$ cat config.mk
export PLATFORM = sky130hd
export DESIGN_NAME = bcd_interval_timer_flat
export DESIGN_NICKNAME = d
export VERILOG_FILES = /design/src/rtl/bcd_interval_timer_if.sv /design/src/rtl/bcd_interval_timer.sv /design/src/flat_wrapper.sv
export SDC_FILE = /design/constraint.sdc
export NUM_CORES = 1
export LEC_CHECK = 0
export BUFFER_PORTS_ARGS = -buffer_cell sky130_fd_sc_hd__buf_2
export CAP_MARGIN = 5
export CORE_ASPECT_RATIO = 1.25
export CORE_MARGIN = 2
export CORE_UTILIZATION = 63
export CTS_BUF_LIST = sky130_fd_sc_hd__clkbuf_4 sky130_fd_sc_hd__clkbuf_8
export DETAILED_ROUTE_END_ITERATION = 7
export PLACE_DENSITY = 0.95
export RECOVER_POWER = 25
export SKIP_LAST_GASP = 1
export SLEW_MARGIN = 20
export SYNTH_ARGS = -nofsm -noshare
export SYNTH_HDL_FRONTEND = slang
export SYNTH_SLANG_ARGS = --single-unit
$ cat constraint.sdc
create_clock -name clk -period 5.2 [get_ports clk]
set_input_delay 1.04 -clock clk [delete_from_list [all_inputs] [get_ports clk]]
set_output_delay 1.04 -clock clk [all_outputs]
set_load 0.05 [all_outputs]
$ cat src/rtl/bcd_interval_timer_if.sv
// Command/config strobes and status outputs of the BCD interval timer.
// The slave modport is the timer itself; the master modport is whoever drives it.
interface bcd_interval_timer_if #(
   parameter int DIGITS = 4
);
   logic                  cfg_valid;
   logic                  cfg_ready;
   logic [4*DIGITS-1:0]   cfg_limit;
   logic                  cfg_reload;
   logic                  start;
   logic                  stop;
   logic                  clear;
   logic [4*DIGITS-1:0]   count;
   logic [DIGITS-1:0]     digit_en;
   logic [1:0]            state;
   logic                  running;
   logic                  done;
   logic                  cfg_err;

   modport slave (
      input  cfg_valid, cfg_limit, cfg_reload, start, stop, clear,
      output cfg_ready, count, digit_en, state, running, done, cfg_err
   );

   modport master (
      output cfg_valid, cfg_limit, cfg_reload, start, stop, clear,
      input  cfg_ready, count, digit_en, state, running, done, cfg_err
   );
endinterface

$ cat src/rtl/bcd_interval_timer.sv
// Interval timer: prescaled tick drives a ripple-carry chain of BCD decade digits,
// compared against a configured limit for one-shot or auto-reload completion.
module bcd_interval_timer #(
   parameter int DIGITS   = 4,
   parameter int PRESCALE = 10
) (
   input  logic                 clk,
   input  logic                 rst,
   bcd_interval_timer_if.slave  bus
);
   localparam int            W        = 4 * DIGITS;
   localparam int            PW       = (PRESCALE > 1) ? $clog2(PRESCALE) : 1;
   localparam logic [PW-1:0] PRE_LAST = PW'(PRESCALE - 1);

   typedef enum logic [1:0] {
      IDLE  = 2'd0,
      RUN   = 2'd1,
      PAUSE = 2'd2,
      DONE  = 2'd3
   } state_t;

   function automatic logic limit_ok(input logic [W-1:0] lim);
      logic ok;
      ok = (lim != {W{1'b0}});
      for (int i = 0; i < DIGITS; i++) begin
         ok = ok && (lim[4*i +: 4] <= 4'd9);
      end
      return ok;
   endfunction

   state_t          state_q, state_d;
   logic [W-1:0]    count_q, count_d;
   logic [W-1:0]    limit_q, limit_d;
   logic            reload_q, reload_d;
   logic [PW-1:0]   pre_q, pre_d;
   logic            done_q, done_d;
   logic            err_q, err_d;
   logic            ready_q;
   logic            running_q;

   logic            cfg_fire_s;
   logic            advance_s;
   logic            tick_s;
   logic            carry_s;
   logic [DIGITS-1:0] en_s;
   logic [W-1:0]    inc_s;

   assign cfg_fire_s = bus.cfg_valid && ready_q;
   assign advance_s  = (state_q == RUN) && !bus.clear && !bus.stop && !cfg_fire_s;
   assign tick_s     = advance_s && (pre_q == PRE_LAST);

   // A digit steps only when the tick has rippled through every lower digit sitting at 9.
   always_comb begin
      en_s    = {DIGITS{1'b0}};
      inc_s   = count_q;
      carry_s = tick_s;
      for (int i = 0; i < DIGITS; i++) begin
         en_s[i] = carry_s;
         if (carry_s) begin
            inc_s[4*i +: 4] = (count_q[4*i +: 4] == 4'd9) ? 4'd0 : (count_q[4*i +: 4] + 4'd1);
         end else begin
            inc_s[4*i +: 4] = count_q[4*i +: 4];
         end
         carry_s = carry_s && (count_q[4*i +: 4] == 4'd9);
      end
   end

   always_comb begin
      state_d  = state_q;
      count_d  = count_q;
      limit_d  = limit_q;
      reload_d = reload_q;
      pre_d    = pre_q;
      done_d   = 1'b0;
      err_d    = 1'b0;
      if (bus.clear) begin
         state_d = IDLE;
         count_d = {W{1'b0}};
         pre_d   = {PW{1'b0}};
      end else if (cfg_fire_s) begin
         if (limit_ok(bus.cfg_limit)) begin
            limit_d  = bus.cfg_limit;
            reload_d = bus.cfg_reload;
            count_d  = {W{1'b0}};
            pre_d    = {PW{1'b0}};
            state_d  = IDLE;
         end else begin
            err_d = 1'b1;
         end
      end else if (bus.stop) begin
         // A stop outranks start even outside RUN, so start+stop in PAUSE stays paused.
         if (state_q == RUN) begin
            state_d = PAUSE;
         end else begin
            state_d = state_q;
         end
      end else if (state_q == RUN) begin
         if (tick_s) begin
            pre_d = {PW{1'b0}};
            if (inc_s == limit_q) begin
               done_d = 1'b1;
               if (reload_q) begin
                  count_d = {W{1'b0}};
               end else begin
                  count_d = inc_s;
                  state_d = DONE;
               end
            end else begin
               count_d = inc_s;
            end
         end else begin
            pre_d = pre_q + PW'(1);
         end
      end else if (bus.start) begin
         case (state_q)
            IDLE: begin
               if (limit_q == {W{1'b0}}) begin
                  err_d = 1'b1;
               end else begin
                  state_d = RUN;
               end
            end
            PAUSE: state_d = RUN;
            DONE: begin
               state_d = RUN;
               count_d = {W{1'b0}};
               pre_d   = {PW{1'b0}};
            end
            default: state_d = state_q;
         endcase
      end else begin
         state_d = state_q;
      end
   end

   always_ff @(posedge clk or posedge rst) begin
      if (rst) begin
         state_q   <= IDLE;
         count_q   <= {W{1'b0}};
         limit_q   <= {W{1'b0}};
         reload_q  <= 1'b0;
         pre_q     <= {PW{1'b0}};
         done_q    <= 1'b0;
         err_q     <= 1'b0;
         ready_q   <= 1'b1;
         running_q <= 1'b0;
      end else begin
         state_q   <= state_d;
         count_q   <= count_d;
         limit_q   <= limit_d;
         reload_q  <= reload_d;
         pre_q     <= pre_d;
         done_q    <= done_d;
         err_q     <= err_d;
         ready_q   <= (state_d == IDLE) || (state_d == DONE);
         running_q <= (state_d == RUN);
      end
   end

   assign bus.cfg_ready = ready_q;
   assign bus.count     = count_q;
   assign bus.digit_en  = en_s;
   assign bus.state     = state_q;
   assign bus.running   = running_q;
   assign bus.done      = done_q;
   assign bus.cfg_err   = err_q;
endmodule
$ cat src/flat_wrapper.sv
// flat-port wrapper written by rule: the top's interface ports become plain ports
module bcd_interval_timer_flat 
#(
   parameter int DIGITS   = 4,
   parameter int PRESCALE = 10
)
  (clk, rst, bus_cfg_valid, bus_cfg_limit, bus_cfg_reload, bus_start, bus_stop, bus_clear, bus_cfg_ready, bus_count, bus_digit_en, bus_state, bus_running, bus_done, bus_cfg_err);
  bcd_interval_timer_if #(.DIGITS(DIGITS)) bus_i ();
  input  logic clk;
  input  logic rst;
  input wire logic [$bits(bus_i.cfg_valid)-1:0] bus_cfg_valid;
  input wire logic [$bits(bus_i.cfg_limit)-1:0] bus_cfg_limit;
  input wire logic [$bits(bus_i.cfg_reload)-1:0] bus_cfg_reload;
  input wire logic [$bits(bus_i.start)-1:0] bus_start;
  input wire logic [$bits(bus_i.stop)-1:0] bus_stop;
  input wire logic [$bits(bus_i.clear)-1:0] bus_clear;
  output wire logic [$bits(bus_i.cfg_ready)-1:0] bus_cfg_ready;
  output wire logic [$bits(bus_i.count)-1:0] bus_count;
  output wire logic [$bits(bus_i.digit_en)-1:0] bus_digit_en;
  output wire logic [$bits(bus_i.state)-1:0] bus_state;
  output wire logic [$bits(bus_i.running)-1:0] bus_running;
  output wire logic [$bits(bus_i.done)-1:0] bus_done;
  output wire logic [$bits(bus_i.cfg_err)-1:0] bus_cfg_err;
  assign bus_i.cfg_valid = bus_cfg_valid;
  assign bus_i.cfg_limit = bus_cfg_limit;
  assign bus_i.cfg_reload = bus_cfg_reload;
  assign bus_i.start = bus_start;
  assign bus_i.stop = bus_stop;
  assign bus_i.clear = bus_clear;
  assign bus_cfg_ready = bus_i.cfg_ready;
  assign bus_count = bus_i.count;
  assign bus_digit_en = bus_i.digit_en;
  assign bus_state = bus_i.state;
  assign bus_running = bus_i.running;
  assign bus_done = bus_i.done;
  assign bus_cfg_err = bus_i.cfg_err;
  bcd_interval_timer #(.DIGITS(DIGITS), .PRESCALE(PRESCALE)) u_core (.clk(clk), .rst(rst), .bus(bus_i));
endmodule
# Word-level counts from Yosys, hierarchy flattened

Cells that the tools add are included.

Register bits after elaboration: 43
Bits in latches: 0
RAM bits: 0
ROM bits: 0
Logic and storage cells: 111
Memories kept: 0

Add/sub/neg operators: 5
Multipliers: 0
Divide/modulo/power cells: 0
Magnitude comparators: 4
Equality and inequality tests: 14
Shift-type cells: 0
Mux-type cells: 52
Bitwise logic cells: 1
Reductions and logical operators: 26

Operators with widths:

| kind                                                                    | count |
|---|---|
| 16-bit 2-to-1 mux                                                       | 10 |
| 4-bit 2-to-1 mux                                                        | 16 |
| 2-bit 2-to-1 mux                                                        | 11 |
| 4-bit by 1-bit adder with 4-bit output, second input constant           | 5 |
| 4-bit == test, second input constant                                    | 5 |
| 16-bit == test                                                          | 1 |
| 4-bit <= comparator, second input constant                              | 4 |
| 16-bit logical NOT                                                      | 1 |
| 16-bit nonzero test                                                     | 1 |
| 1-bit 2-to-1 mux                                                        | 14 |
| 1-bit logical AND                                                       | 12 |
| 4-bit nonzero test                                                      | 2 |
| 2-bit == test, second input constant                                    | 3 |
| 5-bit AND reduction                                                     | 1 |
| 2-bit by 1-bit == test with 1-bit output, second input constant         | 2 |
| 2-bit logical NOT                                                       | 2 |
| 4-bit by 2-bit inequality test with 1-bit output, second input constant | 1 |
| 2-bit case mux with 2 select lines                                      | 1 |
| 4-bit AND reduction                                                     | 1 |
| 1-bit logical NOT                                                       | 3 |
| 3-bit by 1-bit inequality test with 1-bit output, second input constant | 1 |
| 3-bit inequality test, second input constant                            | 1 |
| 3-bit AND reduction                                                     | 1 |
| 2-bit OR reduction                                                      | 1 |
| other kinds (2)                                                         | 2 |

# Longest topological paths before layout

Depth after elaboration: 18
Mapped depth: 15
Gate-level depth less buffers: 14

# Worst setup path before layout

No wires, ideal clock.

Path kind: input to register
Start point: in bus_stop
End point: reg u_core.ready_q, in the netlist u_core.bus.cfg_ready
Arrival: 4.610 ns
Required time: 5.117 ns
Setup slack: 0.506 ns
Stages: 9
Buffers on the path: 0
Path through: and4bb_2 > nand4_1 > nor4_1 > a221oi_1 > xnor2_1 > or4_1 > nor3_2 > o311ai_1 > ha_1

Word-level cells in the longest chain between the ends: 17
Elaborated cells between the ends (all ways): 21
Classes of those cells: eq/ne (2); mux (10); reduce/logical (9)

RTL lines:

| what                                               | line                      | RTL |
|---|---|---|
| start: declaration                                 | flat_wrapper.sv:15        | `input wire logic [$bits(bus_i.stop)-1:0] bus_stop;` |
| 1-bit logical NOT (*)                              | bcd_interval_timer.sv:49  | `assign advance_s = (state_q == RUN) && !bus.clear && !bus.stop && !cfg_fire_s;` |
| 1-bit logical AND (*) (2 in series)                | bcd_interval_timer.sv:49  |  |
| 1-bit logical AND (*)                              | bcd_interval_timer.sv:50  | `assign tick_s = advance_s && (pre_q == PRE_LAST);` |
| 1-bit logical AND (*) (2 in series)                | bcd_interval_timer.sv:64  | `carry_s = carry_s && (count_q[4*i +: 4] == 4'd9);` |
| net bus_digit_en[2]                                | flat_wrapper.sv:19        | `output wire logic [$bits(bus_i.digit_en)-1:0] bus_digit_en;` |
| 1-bit logical AND                                  | bcd_interval_timer.sv:64  |  |
| 4-bit 2-to-1 mux                                   | bcd_interval_timer.sv:59  | `if (carry_s) begin` |
| 16-bit == test (*)                                 | bcd_interval_timer.sv:100 | `if (inc_s == limit_q) begin` |
| 2-bit 2-to-1 mux (*)                               | bcd_interval_timer.sv:100 |  |
| 2-bit 2-to-1 mux (*)                               | bcd_interval_timer.sv:98  | `if (tick_s) begin` |
| 2-bit 2-to-1 mux (*)                               | bcd_interval_timer.sv:97  | `end else if (state_q == RUN) begin` |
| 2-bit 2-to-1 mux (*)                               | bcd_interval_timer.sv:90  | `end else if (bus.stop) begin` |
| 2-bit 2-to-1 mux (*)                               | bcd_interval_timer.sv:80  | `end else if (cfg_fire_s) begin` |
| 2-bit 2-to-1 mux (*)                               | bcd_interval_timer.sv:76  | `if (bus.clear) begin` |
| 2-bit == test or 2-bit logical NOT (tied branches) | bcd_interval_timer.sv:155 | `ready_q <= (state_d == IDLE) \|\| (state_d == DONE);` |
| 1-bit logical OR (*)                               | bcd_interval_timer.sv:155 |  |
| end signal: assignment                             | bcd_interval_timer.sv:155 |  |
| end: declaration                                   | bcd_interval_timer.sv:38  | `logic ready_q;` |

The timed path passes the listed nets; every way through them passes the cells marked *.
A chain may end at the register's enable or synchronous reset.

# Worst setup path after layout

Start point: in bus_stop
End point: reg u_core.count_q[7], in the netlist u_core.bus.count[7]

Word-level cells in the longest chain between the ends: 15
Elaborated cells between the ends (all ways): 22
Classes of those cells: eq/ne (3); mux (11); reduce/logical (8)

RTL lines:

| what                            | line                      | RTL |
|---|---|---|
| 1-bit logical NOT               | bcd_interval_timer.sv:49  |  |
| 1-bit logical AND (2 in series) | bcd_interval_timer.sv:49  |  |
| 1-bit logical AND               | bcd_interval_timer.sv:50  |  |
| 1-bit logical AND (3 in series) | bcd_interval_timer.sv:64  |  |
| 4-bit 2-to-1 mux                | bcd_interval_timer.sv:59  |  |
| 16-bit == test                  | bcd_interval_timer.sv:100 |  |
| 16-bit 2-to-1 mux               | bcd_interval_timer.sv:100 |  |
| 16-bit 2-to-1 mux               | bcd_interval_timer.sv:98  |  |
| 16-bit 2-to-1 mux               | bcd_interval_timer.sv:97  |  |
| 16-bit 2-to-1 mux               | bcd_interval_timer.sv:90  |  |
| 16-bit 2-to-1 mux               | bcd_interval_timer.sv:80  |  |
| 16-bit 2-to-1 mux               | bcd_interval_timer.sv:76  |  |
| end signal: assignment          | bcd_interval_timer.sv:139 | `count_q <= {W{1'b0}};` |
| end signal: assignment          | bcd_interval_timer.sv:149 | `count_q <= count_d;` |
| end: declaration                | bcd_interval_timer.sv:32  | `logic [W-1:0] count_q, count_d;` |

Parallel ways exist; a longest one is shown, timed or not. The select of a mux whose other input is x is not followed.

==> qor.tcl <==
set qor(number_of_antenna_violations_at_the_first_check_in_global_routing) 0
set qor(setup.worst_path.end_class) {register}
set qor(die_span_in_x_um) 64.8
set qor(drt_pre_antenna_iters) 5
set qor(cts_tree) {done}
set qor(skew_ns) 0.00397
set qor(report.final.setup_viol) 0
set qor(cts_hold_buf) 0
set qor(layout.nets) 407
set qor(post_synth.cell_area_avg_sq_um) 9.02
set qor(timing.critical_path.required_ns) 5.42
set qor(yosys_register_bits) 43
set qor(synth_cell_count_leaders) {42 x dfrtp_1, 29 x nand2_1, 23 x o21ai_0}
set qor(power.share.clock) 0.258
set qor(drive_above_1_share) 0.233
set qor(route.antenna.remaining_nets) 0
set qor(fp-row-count) 27
set qor(clock_path_buffers) 2
set qor(synthToLayoutAreaGrowth_pct) 13.3
set qor(hold_wc_path_type) {reg2reg}
set qor(fill_cells) 353
set qor(hpwl_um) 6230
set qor(viasPerCell) 6.55
set qor(diodes) 0
set qor(first_global_vias) 2819
set qor(routedWlPerCell_um) 19.0
set qor(critical_path.startpoint_type) {primary input}
set qor(netlist_area_sq_um) 2910
set qor(combPwrFrac) 0.220
set qor(netSwitchingPower_mw) 0.291
set qor(ioPinCount) 49
set qor(synth.net_count) 357
set qor(drt-initial-drc-count) 303
set qor(cts-buffers-inserted) 5
set qor(violations) {capacitance limit, slew limit}
set qor(number_of_flops_mapped_to_enable_cells_by_yosys) 0
set qor(synth.most_common_cell) {dfrtp_1}
set qor(synth_sequential_area_ratio) 0.370
set qor(unrepaired_setup_endpoints_after_global_routing) {no}
set qor(numPlacedInstances) 424
set qor(swShare) 0.339
set qor(static-leakage-power_nw) 1.50
set qor(core_sq_um) 4430
set qor(netlist.area_leader.share) 0.361
set qor(cts-resized-gates) 0
set qor(clkLatencyLatePin_ns) 0.30
set qor(cts_root_buffer) {clkbuf_8}
set qor(postSynthCellCount) 323
set qor(cts_num_sinks) 43
set qor(place_congestion) 1.01
set qor(ys_top_cells_by_area) {dfrtp_1 36%, mux2_2 6.6%, ha_1 4.7%}
set qor(post-route-period-util) 0.773
set qor(route.vias.total) 2831
set qor(totalPowerFinal_mw) 0.858
set qor(critical_path_fanouts_max) 15
set qor(irDropWorstVdd_mv) 0.184
set qor(pwr_density_cell_nw_per_um2) 260
set qor(buffer_ports.inserted) 48
set qor(setup-tns-final_ns) 0
set qor(async_reset_ff_frac) 1.00
set qor(layout.cells.non_filler) 432
set qor(synthFlopType) {dfrtp_1}
set qor(drt_drc_violations_left) 0
set qor(report.final.hold_viol_count) 0
set qor(max_slew_margin) -0.554
set qor(postLayoutCoreUtil) 0.746
set qor(synth_top_area_cell) {dfrtp_1}
set qor(standard_cell_area_after_detailed_placement_sq_um) 3220
set qor(worst_setup_hold_path_clk_slew_ns) 0.09
set qor(p_int_mw) 0.567
set qor(sequential_cell_area_sq_um) 1080
set qor(synth_warnings) 0
set qor(run_status) {complete, but fails checks}
set qor(combined_area_of_the_multi_input_logic_cells_sq_um) 1720
set qor(final.min_clock_period_ns) 4.02
set qor(drv_slew) 44
set qor(post_synth_num_cell_types) 59
set qor(power_frac_seq) 0.522
set qor(crit_type) {in2reg}
set qor(drt-total-wl_um) 8220
set qor(postCtsSetupBuffers) 0
set qor(die_y_um) 80.0
set qor(timing_worst_slew_pin_value_ns) 2.33
set qor(achievable-frequency_mhz) 249
set qor(gr-usage-all-layers) 0.330
set qor(effective_utilization_at_floorplan) 0.658
set qor(stdcell_area_sq_um) 3300
set qor(global_route_wire_length_before_repair_um) 13100
set qor(grt_max_degree) 44
set qor(design.die.area_sq_um) 5190
set qor(critical_path_arrival_ns) 4.24
set qor(cts_max_level) 2
set qor(maxCapViolations) 1
set qor(grt_ovf) 0
registers in the layout (all words and copies together), names as in the netlist, 2 cells and up:
signal,flops
u_core.limit_q,16
u_core.pre_q,4
u_core.bus.state,2
u_core.bus.count,16
cells in the final DEF (no fill, tap or decap), drive strengths merged, types with 3 or more instances in the layout:
cell | synthesis | final
a21o | 4 | 4
a21oi | 14 | 14
a22o | 7 | 7
a31oi | 6 | 6
and2 | 3 | 3
and3 | 8 | 8
and3b | 3 | 3
buf | 6 | 53
clkbuf | 5 | 7
dfrtp | 42 | 42
ha | 11 | 11
inv | 16 | 16
mux2 | 17 | 17
mux2i | 6 | 6
nand2 | 29 | 29
nand2b | 5 | 5
nand3 | 10 | 10
nand3b | 7 | 7
nand4 | 6 | 6
nor2 | 18 | 18
nor2b | 4 | 4
nor3 | 9 | 9
nor4 | 10 | 10
o2111a | 3 | 3
o21ai | 31 | 31
or3 | 4 | 4
or4 | 3 | 3
xnor2 | 6 | 6
xor2 | 3 | 3
area by class of cell:
class,count,area share
Multi-Input combinational cell,252,0.520
Sequential cell,43,0.326
Timing Repair Buffer,54,0.0853
Clock buffer,6,0.0231
Tap cell,58,0.0220
Inverter,17,0.0193
Clock inverter,2,0.00379
cell families (layout without fill, tap and decap cells):
| logic type | Yosys count | count (layout) | share of synthesized area |
|---|---|---|---|
| xor+xnor | 9 | 9 | 0.0271 |
| buf+inv | 28 | 79 | 0.0412 |
| mux | 23 | 23 | 0.0863 |
| fa+ha+maj | 11 | 11 | 0.0472 |
| compound gates | 84 | 84 | 0.191 |
| flops | 43 | 43 | 0.370 |
| simple gates | 125 | 125 | 0.238 |
final timing paths:
path | startpoint | endpoint | slack, ns | cells past startpoint
worst max-delay path | bus_stop | u_core.bus.count[7] | 1.18 | 12
worst min-delay path | u_core.pre_q[2] | u_core.pre_q[2] | 0.53 | 1
worst max register to register | u_core.bus.count[0] | u_core.bus.count[7] | 1.42 | 12
worst min register to register | u_core.pre_q[2] | u_core.pre_q[2] | 0.53 | 1
max in group asynchronous | rst | u_core.limit_q[1] | 2.28 | 3
min in group asynchronous | rst | u_core.bus.count[11] | 1.58 | 3
worst max-delay path: stages:
cell and delay (ns):
buf_2 0.14, and4bb_2 0.36, nand4_2 0.23, inv_2 0.31, o211ai_1 0.14, a221oi_1 0.62
xnor2_1 0.20, and4bb_2 0.28, a21oi_2 0.21, buf_4 0.19, or3b_1 0.34, a31oi_1 0.17
layer usage:
metal / vias to the layer above / wire, um / GRT usage
met5: - / 0 / 0
met4: 0 / 265 / 0.149
met3: 28 / 490 / 0.0494
met2: 118 / 4220 / 0.578
met1: 1384 / 3240 / 0.395
li1: 1301 / - / -
per-stage QoR:
stage,hold WS [ns],setup WS (ns)
finish,0.530,1.18
global route,0.541,1.09
CTS,0.514,1.27
detailed placement,0.506,0.961
global placement,0.507,1.00
floorplan,0.465,0.506
power groups by stage:
stage | Sequential, mW | Clock, mW | Combinational, mW
after floorplan | 0.428 | 0 | 0.131
after global placement | 0.447 | 0 | 0.179
after detailed placement | 0.450 | 0 | 0.186
after CTS | 0.443 | 0.219 | 0.187
after global routing | 0.452 | 0.233 | 0.205
final | 0.448 | 0.221 | 0.189
Note: power is estimated with default switching activity, not from simulation.
